## src/rtl/disp_pkg.sv

```systemverilog
// Shared segment patterns, digit indices and the BCD-to-segment decode
// for the multiplexed 7-segment display path.
package disp_pkg;

    localparam int unsigned BCD_W  = 4;
    localparam int unsigned SEG_W  = 7;
    localparam int unsigned DIGITS = 4;

    localparam int unsigned DIG_U = 0;
    localparam int unsigned DIG_D = 1;
    localparam int unsigned DIG_C = 2;
    localparam int unsigned DIG_M = 3;

    // Active-high patterns, bit order {g,f,e,d,c,b,a}
    localparam logic [SEG_W-1:0] SEG_0    = 7'h3F;
    localparam logic [SEG_W-1:0] SEG_1    = 7'h06;
    localparam logic [SEG_W-1:0] SEG_2    = 7'h5B;
    localparam logic [SEG_W-1:0] SEG_3    = 7'h4F;
    localparam logic [SEG_W-1:0] SEG_4    = 7'h66;
    localparam logic [SEG_W-1:0] SEG_5    = 7'h6D;
    localparam logic [SEG_W-1:0] SEG_6    = 7'h7D;
    localparam logic [SEG_W-1:0] SEG_7    = 7'h07;
    localparam logic [SEG_W-1:0] SEG_8    = 7'h7F;
    localparam logic [SEG_W-1:0] SEG_9    = 7'h6F;
    localparam logic [SEG_W-1:0] SEG_DASH = 7'h40;

    typedef enum logic {
        ST_BLANK = 1'b0,
        ST_ON    = 1'b1
    } slot_state_e;

    // Non-BCD codes render as a dash so a corrupt digit is visible
    function automatic logic [SEG_W-1:0] bcd_to_seg(input logic [BCD_W-1:0] bcd);
        logic [SEG_W-1:0] pat;
        case (bcd)
            4'd0:    pat = SEG_0;
            4'd1:    pat = SEG_1;
            4'd2:    pat = SEG_2;
            4'd3:    pat = SEG_3;
            4'd4:    pat = SEG_4;
            4'd5:    pat = SEG_5;
            4'd6:    pat = SEG_6;
            4'd7:    pat = SEG_7;
            4'd8:    pat = SEG_8;
            4'd9:    pat = SEG_9;
            default: pat = SEG_DASH;
        endcase
        return pat;
    endfunction

endpackage

```

## src/rtl/bcd_display_scan_if.sv

```systemverilog
// Word inputs from the counter stage and pin-level display outputs.
interface bcd_display_scan_if;
    logic [8:0] word_lo;
    logic [8:0] word_hi;
    logic [6:0] seg;
    logic       dp;
    logic [3:0] an;
    logic       tag_err;

    modport master (
        output word_lo, word_hi,
        input  seg, dp, an, tag_err
    );

    modport slave (
        input  word_lo, word_hi,
        output seg, dp, an, tag_err
    );
endinterface

```

## src/rtl/seg7_decoder.sv

```systemverilog
// Combinational BCD digit to active-high 7-segment pattern.
module seg7_decoder
    import disp_pkg::*;
(
    input  logic [BCD_W-1:0] bcd,
    output logic [SEG_W-1:0] seg_c
);
    assign seg_c = bcd_to_seg(bcd);
endmodule

```

## src/rtl/bcd_display_scan.sv

```systemverilog
// Snapshot, scan and drive a 4-digit multiplexed 7-segment display with
// per-slot dead time and leading-zero blanking.
module bcd_display_scan
    import disp_pkg::*;
#(
    parameter int unsigned F_CLK_HZ       = 25_000_000,
    parameter int unsigned SCAN_HZ        = 1000,
    parameter int unsigned BLANK_CYC      = 64,
    parameter int unsigned SEG_ACTIVE_LOW = 1,
    parameter int unsigned AN_ACTIVE_LOW  = 1,
    parameter int unsigned LZ_BLANK       = 1,
    parameter int unsigned DP_DIGIT       = 4
) (
    input  logic          clk,
    input  logic          reset,
    bcd_display_scan_if.slave bus
);
    localparam int unsigned SLOT   = F_CLK_HZ / SCAN_HZ;
    localparam int unsigned CYC_W  = (SLOT > 1) ? $clog2(SLOT) : 1;
    localparam int unsigned DISP_W = DIGITS * BCD_W;

    localparam logic [SEG_W-1:0]  SEG_OFF = (SEG_ACTIVE_LOW != 0) ? '1 : '0;
    localparam logic              DP_OFF  = (SEG_ACTIVE_LOW != 0);
    localparam logic [DIGITS-1:0] AN_OFF  = (AN_ACTIVE_LOW != 0) ? '1 : '0;

    logic [CYC_W-1:0]  cyc_q, cyc_d;
    logic [1:0]        idx_q, idx_d;
    logic [DISP_W-1:0] shadow_q, shadow_d;
    logic [DISP_W-1:0] disp_q, disp_d;
    logic              tag_err_q, tag_err_d;
    slot_state_e       state_q, state_d;
    logic [SEG_W-1:0]  seg_q, seg_d;
    logic              dp_q, dp_d;
    logic [DIGITS-1:0] an_q, an_d;

    logic [BCD_W-1:0]  digit_c;
    logic [SEG_W-1:0]  seg_raw_c;
    logic              digit_blank_c;

    // Capture, scan counter and frame-boundary snapshot
    always_comb begin
        shadow_d  = shadow_q;
        tag_err_d = tag_err_q;
        disp_d    = disp_q;
        cyc_d     = cyc_q;
        idx_d     = idx_q;

        if (!bus.word_lo[8] && bus.word_hi[8]) begin
            shadow_d = {bus.word_hi[7:0], bus.word_lo[7:0]};
        end else begin
            tag_err_d = 1'b1;
        end

        if (cyc_q == CYC_W'(SLOT - 1)) begin
            cyc_d = '0;
            idx_d = idx_q + 2'd1;
        end else begin
            cyc_d = cyc_q + CYC_W'(1);
        end

        if (cyc_q == '0 && idx_q == 2'(DIG_U)) begin
            disp_d = shadow_q;
        end
    end

    assign digit_c = BCD_W'(disp_q >> {idx_q, 2'b00});

    // A leading digit is dark when it and every more significant digit are zero
    always_comb begin
        digit_blank_c = 1'b0;
        if (LZ_BLANK != 0) begin
            case (idx_q)
                2'(DIG_M): digit_blank_c = (disp_q[15:12] == 4'd0);
                2'(DIG_C): digit_blank_c = (disp_q[15:8]  == 8'd0);
                2'(DIG_D): digit_blank_c = (disp_q[15:4]  == 12'd0);
                default:   digit_blank_c = 1'b0;
            endcase
        end
    end

    seg7_decoder u_dec (
        .bcd   (digit_c),
        .seg_c (seg_raw_c)
    );

    // Slot FSM: dead time first, then the selected digit
    always_comb begin
        state_d = state_q;
        seg_d   = SEG_OFF;
        dp_d    = DP_OFF;
        an_d    = AN_OFF;

        case (state_q)
            ST_BLANK: if (cyc_d >= CYC_W'(BLANK_CYC)) state_d = ST_ON;
            ST_ON:    if (cyc_d <  CYC_W'(BLANK_CYC)) state_d = ST_BLANK;
            default:  state_d = ST_BLANK;
        endcase

        if (state_q == ST_ON && !digit_blank_c) begin
            an_d  = AN_OFF ^ (DIGITS'(1) << idx_q);
            seg_d = SEG_OFF ^ seg_raw_c;
            dp_d  = DP_OFF ^ (32'(idx_q) == DP_DIGIT);
        end
    end

    always_ff @(posedge clk) begin
        if (reset) begin
            cyc_q     <= '0;
            idx_q     <= '0;
            shadow_q  <= '0;
            disp_q    <= '0;
            tag_err_q <= 1'b0;
            state_q   <= ST_BLANK;
            seg_q     <= SEG_OFF;
            dp_q      <= DP_OFF;
            an_q      <= AN_OFF;
        end else begin
            cyc_q     <= cyc_d;
            idx_q     <= idx_d;
            shadow_q  <= shadow_d;
            disp_q    <= disp_d;
            tag_err_q <= tag_err_d;
            state_q   <= state_d;
            seg_q     <= seg_d;
            dp_q      <= dp_d;
            an_q      <= an_d;
        end
    end

    assign bus.seg     = seg_q;
    assign bus.dp      = dp_q;
    assign bus.an      = an_q;
    assign bus.tag_err = tag_err_q;

endmodule

```

## src/flat_wrapper.sv

```systemverilog
// flat-port wrapper written by rule: the top's interface ports become plain ports
module bcd_display_scan_flat import disp_pkg::*;
#(
    parameter int unsigned F_CLK_HZ       = 25_000_000,
    parameter int unsigned SCAN_HZ        = 1000,
    parameter int unsigned BLANK_CYC      = 64,
    parameter int unsigned SEG_ACTIVE_LOW = 1,
    parameter int unsigned AN_ACTIVE_LOW  = 1,
    parameter int unsigned LZ_BLANK       = 1,
    parameter int unsigned DP_DIGIT       = 4
)
  (clk, reset, bus_word_lo, bus_word_hi, bus_seg, bus_dp, bus_an, bus_tag_err);
  bcd_display_scan_if bus_i ();
  input  logic clk;
  input  logic reset;
  input wire logic [$bits(bus_i.word_lo)-1:0] bus_word_lo;
  input wire logic [$bits(bus_i.word_hi)-1:0] bus_word_hi;
  output wire logic [$bits(bus_i.seg)-1:0] bus_seg;
  output wire logic [$bits(bus_i.dp)-1:0] bus_dp;
  output wire logic [$bits(bus_i.an)-1:0] bus_an;
  output wire logic [$bits(bus_i.tag_err)-1:0] bus_tag_err;
  assign bus_i.word_lo = bus_word_lo;
  assign bus_i.word_hi = bus_word_hi;
  assign bus_seg = bus_i.seg;
  assign bus_dp = bus_i.dp;
  assign bus_an = bus_i.an;
  assign bus_tag_err = bus_i.tag_err;
  bcd_display_scan #(.F_CLK_HZ(F_CLK_HZ), .SCAN_HZ(SCAN_HZ), .BLANK_CYC(BLANK_CYC), .SEG_ACTIVE_LOW(SEG_ACTIVE_LOW), .AN_ACTIVE_LOW(AN_ACTIVE_LOW), .LZ_BLANK(LZ_BLANK), .DP_DIGIT(DP_DIGIT)) u_core (.clk(clk), .reset(reset), .bus(bus_i));
endmodule
```

## config.mk

```make
export PLATFORM = sky130hd
export DESIGN_NAME = bcd_display_scan_flat
export DESIGN_NICKNAME = d
export VERILOG_FILES = /design/src/rtl/disp_pkg.sv /design/src/rtl/bcd_display_scan_if.sv /design/src/rtl/seg7_decoder.sv /design/src/rtl/bcd_display_scan.sv /design/src/flat_wrapper.sv
export SDC_FILE = /design/constraint.sdc
export NUM_CORES = 1
export LEC_CHECK = 0
export CAP_MARGIN = 20
export CORE_ASPECT_RATIO = 0.8
export CORE_UTILIZATION = 30
export CTS_BUF_LIST = sky130_fd_sc_hd__clkbuf_16
export CTS_CLUSTER_SIZE = 14
export DETAILED_ROUTE_END_ITERATION = 6
export MAX_ROUTING_LAYER = met4
export PLACE_DENSITY = 0.57
export SLEW_MARGIN = 10
export SYNTH_ARGS = -nofsm -noshare
export SYNTH_HDL_FRONTEND = slang
export SYNTH_SLANG_ARGS = --single-unit
```

## constraint.sdc

```tcl
create_clock -name clk -period 2.5 [get_ports clk]
set_clock_uncertainty 0.1 [all_clocks]
set_input_delay 0.5 -clock clk [delete_from_list [all_inputs] [get_ports clk]]
set_output_delay 0.5 -clock clk [all_outputs]
set_load 0.005 [all_outputs]
```

==> results by group, run 1 <==
CTS
  • Post_cts resized: 0
  • Skew-Pair Late Insertion Delay: roughly 0.32 ns
  • CTS tree: yes
  • Clock root cell: clkbuf_16
  • CTS Hold Bufs: 0
  • CTS max path bufs: 2
  • Cts bufs inserted: 9
  • CTS Sinks: 62
  • Clock transition at path regs: 0.05 ns
  • Post-CTS Setup Inserts: 0
  • Htree depth: 3

Floorplanning
  • Die width: about 110 µm
  • CORE AREA: about 8700 µm²
  • Initial Util: around a third
  • IO Count: 33
  • Die area: a little under 10000 µm²
  • Row count: 30
  • Die H: slightly below 90 µm

Synth
  • Commonest cells post-synth: 62 x dfxtp_1, 44 x nand2_1, 41 x nor2_1
  • Mapped Cells: between 200 and 300
  • Post-Synth Simple-Gate Area: approximately 22%
  • Yosys warns: 0
  • Mean Syn Cell Area: ~9 µm²
  • Yosys cell types: 42
  • FF+latch count, synth: between 60 and 70
  • Post-Synth Adder-Cell Area: about 5.4%
  • Multiplexer share of the synthesized area: about a tenth
  • Synth Area in XOR/XNOR: under 10%
  • Mapped Area: 2770 µm²
  • Largest family of logic cells by synthesized area: simple AND/OR/NAND/NOR gates
  • Synth Flop Type: dfxtp_1
  • Count leader, synth: dfxtp_1
  • Syn_nets: approximately 330
  • Post-synthesis sequential area ratio: 44.9%
  • Compound-cell area share of the yosys netlist: under 10%
  • Post-synth top area cell: dfxtp_1
  • Share of the synthesized area in the top cell type: between 40% and 50%
  • Synth top area cells: dfxtp_1 45%, mux2i_1 6.5%, nand2_1 6.0%, nor2_1 5.6%, ha_1 5.4%
  • Post-synthesis async set-or-reset flop share: 0%
  • Number of synthesized flops with an enable pin: 0

Worst setup path
  • Critical path data arrival time: between 2 and 2.5 ns
  • Crit Path Class: flip-flop to flip-flop
  • Critical path fanouts, max: 8
  • Critical-path top delay cell: mux4_2
  • CP endpoint kind: flip-flop
  • Reg-to-reg endpoint: u_core.bus.seg[3]$_SDFF_PP1_
  • FF-to-FF Start: u_core.idx_q[1]$_SDFFE_PP0N_
  • R2R depth: 5
  • Startpoint Class: flip-flop
  • Setup slack, reg-to-reg: around 0.46 ns
  • Crit path required time: between 2 and 3 ns
  • CP peak stage delay: 0.60 ns
  • Critical Path, Cell by Cell: mux4_2 -> ha_1 -> or2_1 -> a21oi_1 -> o21ai_0

Global route
  • Initial antenna violation count: 0
  • Largest net degree at the start of global routing: 37
  • Grt total ovfl: 0
  • Tot GR Track Use: between 10% and 20%
  • Global-route wire length before repair: just over 9000 µm
  • Number of global-route vias before repair: around 2000

Final layout
  • Layout cells sized above 1: between 8 and 9%
  • Final net count: 355
  • Diodes inserted: 0
  • Syn-to-layout area delta: 23.2%

STA
  • Worst Tran Pin Value: ~0.6 ns
  • Tcrit/Tclk final: between 80% and 90%
  • # setup viols final: 0
  • RSZ-0062 raised after global routing: false
  • Worst hold margin: between 0.3 and 0.4 ns
  • Final hold violation count: 0
  • Rel. slew slack: 58.8%
  • Max Fclk: 0.489 GHz
  • Setup TNS: 0 ns
  • Max-slew violation count: 0
  • Tmin final: between 2 and 2.5 ns

Pwr
  • Peak VDD IR: roughly 0.34 mV
  • Leak: about 1.4 nW
  • Pwr per Cell Area: roughly 690 nW/µm²

Hold path
  • Hold Path End: u_core.shadow_q[4]$_SDFFE_PP0P_
  • Worst hold path type: flip-flop to flip-flop
  • Worst Hold Launch: u_core.shadow_q[4]$_SDFFE_PP0P_
  • Hold path depth: 2

Placement
  • Gp weighted congestion: roughly 0.76
  • Post-DP HPWL: 3730 µm
  • IO buf count: 31

Drt
  • Number of iterations in the first detailed-routing pass: 4
  • Detail Route Antenna Nets: 0
  • # DRC: 0
  • Total number of vias: between 2000 and 2500
  • WL final: between 5000 and 6000 µm
  • Drt via density: 4.58
  • Initial DRC count: 90
  • WL/cell: ~12 µm

Job
  • Max_cap viols: 0

Run status
  • Outcome: complete, no violations
[worst max path at each step]
| stage | from | slack (ns) | to |
|---|---|---|---|
| 4_1_cts | u_core.idx_q[1]$_SDFFE_PP0N_ | 0.46 | u_core.bus.seg[3]$_SDFF_PP1_ |
| 3_3_place_gp | u_core.idx_q[1]$_SDFFE_PP0N_ | 0.51 | u_core.bus.seg[0]$_SDFF_PP1_ |
| 2_1_floorplan | u_core.idx_q[1]$_SDFFE_PP0N_ | 0.59 | u_core.bus.seg[3]$_SDFF_PP1_ |
| 5_1_grt | u_core.idx_q[1]$_SDFFE_PP0N_ | 0.31 | u_core.bus.seg[3]$_SDFF_PP1_ |
| 3_5_place_dp | u_core.idx_q[1]$_SDFFE_PP0N_ | 0.47 | u_core.bus.seg[3]$_SDFF_PP1_ |
| 6_report | u_core.idx_q[1]$_SDFFE_PP0N_ | 0.46 | u_core.bus.seg[3]$_SDFF_PP1_ |
[sequential cells by signal, summed over array words and instances (netlist names)]
register and count:
u_core.bus.an 4, u_core.bus.seg 7, u_core.bus.tag_err 1, u_core.cyc_q 15, u_core.disp_q 16, u_core.idx_q 2
u_core.shadow_q 16, u_core.state_q 1
[stage by stage]
step | util [%] | power [W] | cells | setup slack [ns] | instance area, µm²
after floorplan | - | 0.00117 | 299 | 0.589 | 2770
after global placement | 35.9 | 0.00122 | 424 | 0.506 | 3120
after detailed placement | 35.9 | 0.00122 | 424 | 0.474 | 3120
after CTS | 39.1 | 0.00240 | 440 | 0.459 | 3410
after global routing | 39.1 | 0.00247 | 440 | 0.312 | 3410
final | 39.1 | 0.00237 | 440 | 0.456 | 3410
[area by class of cell]
class                           count  area [µm²]
Clock buffer                        9         225
Clock inverter                      7        57.6
Fill cell                         886        5300
Inverter                           10        37.5
Multi-Input combinational cell    207        1380
Sequential cell                    62        1240
Tap cell                          112         140
Timing Repair Buffer               33         325
[kinds of logic (layout without fill, tap and decap cells)]
kind of cell    count (synthesis)  count (layout)
buf+inv                        30              59
mux                            22              22
flops                          62              62
other cells                     1               1
fa+ha+maj                      12              12
simple gates                  121             121
compound gates                 35              35
xor+xnor                       16              16
[routing by layer]
metal  vias up  share of wire [%]  track usage, %  wire length [µm]
li1       1055                  -               -                 -
met1       913                 54            16.9              2890
met2        40                 40            18.1              2110
met3         8                5.0            4.24               267
met4         0                1.4            5.09                73
met5         -                  0               -                 0
[layout by cell type (no fill, tap or decap), types with 9 or more instances in the layout]
cell type	instances
a21oi_1	21
clkbuf_16	9
clkdlybuf4s50_1	31
dfxtp_1	62
ha_1	12
inv_1	12
mux2i_1	18
nand2_1	44
nand3_1	9
nor2_1	41
xor2_1	11
[power by group]
group / switching, W / total (W) / internal, W
Clock: 0.000412 / 0.00117 / 0.000755
Combinational: 0.0000821 / 0.000164 / 0.0000821
Sequential: 0.0000189 / 0.00103 / 0.00102
[critical path: cells and delay by family, from the launching register on]
kind            cells  cell delay (ns)
flops               1             0.50
simple gates        1             0.22
mux                 1             0.60
compound gates      2             0.27
fa+ha+maj           1             0.22
(Power assumes the default switching activity.)
==> run 2, diff against run 1 <==
Clock period 2.5 ns to 2 ns, I/O delays scaled along.
==> run 2 against run 1 <==
Against the previous run:
- die area is the same
- clock power up 35%
- highest routed layer unchanged
- maximum frequency up 11%
==> results by group, run 2 (same netlist as run 1, synthesis figures left out) <==
CTS
  • CTS Hold Bufs: 0
  • CTS Sinks: 62
  • Skew-Pair Late Insertion Delay: around 0.33 ns
  • Clock root cell: clkbuf_16
  • Cts bufs inserted: 9
  • Htree depth: 3
  • Clock transition at path regs: around 0.050 ns
  • CTS max path bufs: 2
  • CTS tree: yes

Floorplanning
  • Die area: 9610 µm²
  • CORE AREA: ~8700 µm²
  • Initial Util: a little under a third
  • IO Count: 33
  • Die width: around 110 µm
  • Row count: 30
  • Die H: just under 90 µm

Global route
  • Initial antenna violation count: 0
  • Number of global-route vias before repair: around 2000
  • Largest net degree at the start of global routing: 37
  • Global-route wire length before repair: 9450 µm
  • Tot GR Track Use: 13.6%
  • Grt total ovfl: 0

Pwr
  • Clock power share: roughly half
  • Gate power share: approximately 7.3%
  • Pwr per Cell Area: slightly below 900 nW/µm²
  • Peak VDD IR: between 0.4 and 0.5 mV
  • Sw power: 0.000638 W
  • Switching part of the total: between 20% and 30%
  • Sequential share of power: 41.8%
  • Internal Pwr Total: 0.00246 W
  • Leak: ~1.4 nW

Worst setup path
  • CP endpoint kind: flip-flop
  • Critical Path, Cell by Cell: mux4_2 -> ha_1 -> or2_1 -> a21oi_1 -> o21ai_0
  • Reg-to-reg endpoint: u_core.bus.seg[3]$_SDFF_PP1_
  • Setup slack, reg-to-reg: ~0.16 ns
  • CP peak stage delay: 0.55 ns
  • Crit path required time: roughly 2.1 ns
  • Worst setup path startpoint: u_core.idx_q[1]$_SDFFE_PP0N_
  • Critical-path top delay cell: mux4_2
  • Critical path buffers and inverters: 0
  • R2R depth: 5
  • Startpoint Class: flip-flop
  • Top Family by Delay on Critical Path: multiplexers
  • FF-to-FF Start: u_core.idx_q[1]$_SDFFE_PP0N_
  • Critical path data arrival time: about 1.9 ns
  • Critical path fanouts, max: 5
  • Crit Path Class: flip-flop to flip-flop

Drt
  • # DRC: 0
  • WL final: ~5600 µm
  • Detail Route Antenna Nets: 0
  • Total number of vias: 2071
  • Number of iterations in the first detailed-routing pass: 4
  • WL/cell: 12.3 µm
  • Drt via density: between 4 and 5
  • Initial DRC count: 67

Hold path
  • Hold path depth: 2
  • Hold Path End: u_core.shadow_q[14]$_SDFFE_PP0P_
  • Worst Hold Launch: u_core.shadow_q[14]$_SDFFE_PP0P_
  • Worst hold path type: flip-flop to flip-flop

Final layout
  • Most frequent cells in the layout: 60 x dfxtp_1, 44 x nand2_1, 41 x nor2_1
  • Layout cells sized above 1: 11.5%
  • Final net count: between 300 and 400
  • Design area: between 3000 and 4000 µm²
  • Non-filler cells, final: 450
  • Fill cells: slightly below 900
  • Syn-to-layout area delta: 27.3%
  • Largest regs: u_core.disp_q (16), u_core.shadow_q (16), u_core.cyc_q (15)
  • Diodes inserted: 0
  • Commonest non-fill, non-tap cell in the layout: dfxtp_1

Run status
  • Outcome: complete, no violations

STA
  • Final hold violation count: 0
  • Setup TNS: 0 ns
  • RSZ-0062 raised after global routing: false
  • Tcrit/Tclk final: just over 90%
  • # setup viols final: 0
  • Tmin final: between 1.5 and 2 ns
  • Max-slew violation count: 0
  • Max Fclk: around 0.54 GHz

Placement
  • Post-DP HPWL: roughly 4000 µm
  • Gp weighted congestion: ~0.76
  • IO buf count: 31
  • Placed cell area: around 3200 µm²
  • Cells after DPL: roughly 430

Job
  • Max_cap viols: 0
run 2: cell count changes in the layout (fill, tap and decap cells not counted):
cell,previous run,this run
buf_12,0,1
buf_4,2,11
bufinv_16,1,2
clkinv_1,0,1
clkinv_2,4,2
dfxtp_1,62,60
dfxtp_2,0,2
run 2: layout make-up:
type | instances | area (µm²) | area share (%)
Clock buffer | 9 | 225 | 6.40
Clock inverter | 7 | 81.3 | 2.31
Inverter | 10 | 37.5 | 1.07
Multi-Input combinational cell | 207 | 1380 | 39.2
Sequential cell | 62 | 1240 | 35.3
Tap cell | 112 | 140 | 3.98
Timing Repair Buffer | 43 | 413 | 11.7
run 2: metal layers:
layer,up-vias,track usage [%],part of all wire (%)
met5,-,-,0
met4,0,5.45,1.6
met3,11,4.76,5.6
met2,48,18.5,40
met1,940,18.2,53
li1,1072,-,-
run 2: what timing repair did:
| item | 4_1_cts | 5_1_grt |
|---|---|---|
| resized for setup | 0 | 2 |
| setup endpoints to repair | 0 | 21 |
| buffers inserted | 0 | 1 |
run 2: tightest hold or removal path, delay by kind of cell (launching register included):
kind            cells  cell delay (ns)
flops               1             0.30
simple gates        1             0.05
compound gates      1             0.05
run 2: worst max-delay path by stage:
stage	endpoint	slack, ns	depth (start not counted)
2_1_floorplan	u_core.bus.seg[3]$_SDFF_PP1_	0.09	6
3_3_place_gp	u_core.bus.seg[0]$_SDFF_PP1_	0.11	5
3_5_place_dp	u_core.disp_q[2]$_SDFFE_PP0P_	0.06	6
4_1_cts	u_core.disp_q[14]$_SDFFE_PP0P_	0.04	6
5_1_grt	u_core.state_q$_SDFF_PP0_	0.02	5
6_report	u_core.bus.seg[3]$_SDFF_PP1_	0.16	5
run 2: stage by stage:
step	utilization, %	hold WS, ns	power (W)	setup WS [ns]
final	40.4	0.354	0.00309	0.156
after global placement	36.7	0.345	0.00153	0.109
after CTS	40.2	0.357	0.00313	0.0439
after global routing	40.4	0.382	0.00323	0.0215
after floorplan	-	0.330	0.00146	0.0890
after detailed placement	36.7	0.350	0.00153	0.0589
run 2: power by group through the flow:
stage / combinational, W / clock (W) / sequential (W)
finish: 0.000225 / 0.00158 / 0.00129
global route: 0.000247 / 0.00169 / 0.00130
CTS: 0.000214 / 0.00163 / 0.00129
detailed placement: 0.000211 / 0 / 0.00132
global placement: 0.000209 / 0 / 0.00132
floorplan: 0.000149 / 0 / 0.00131
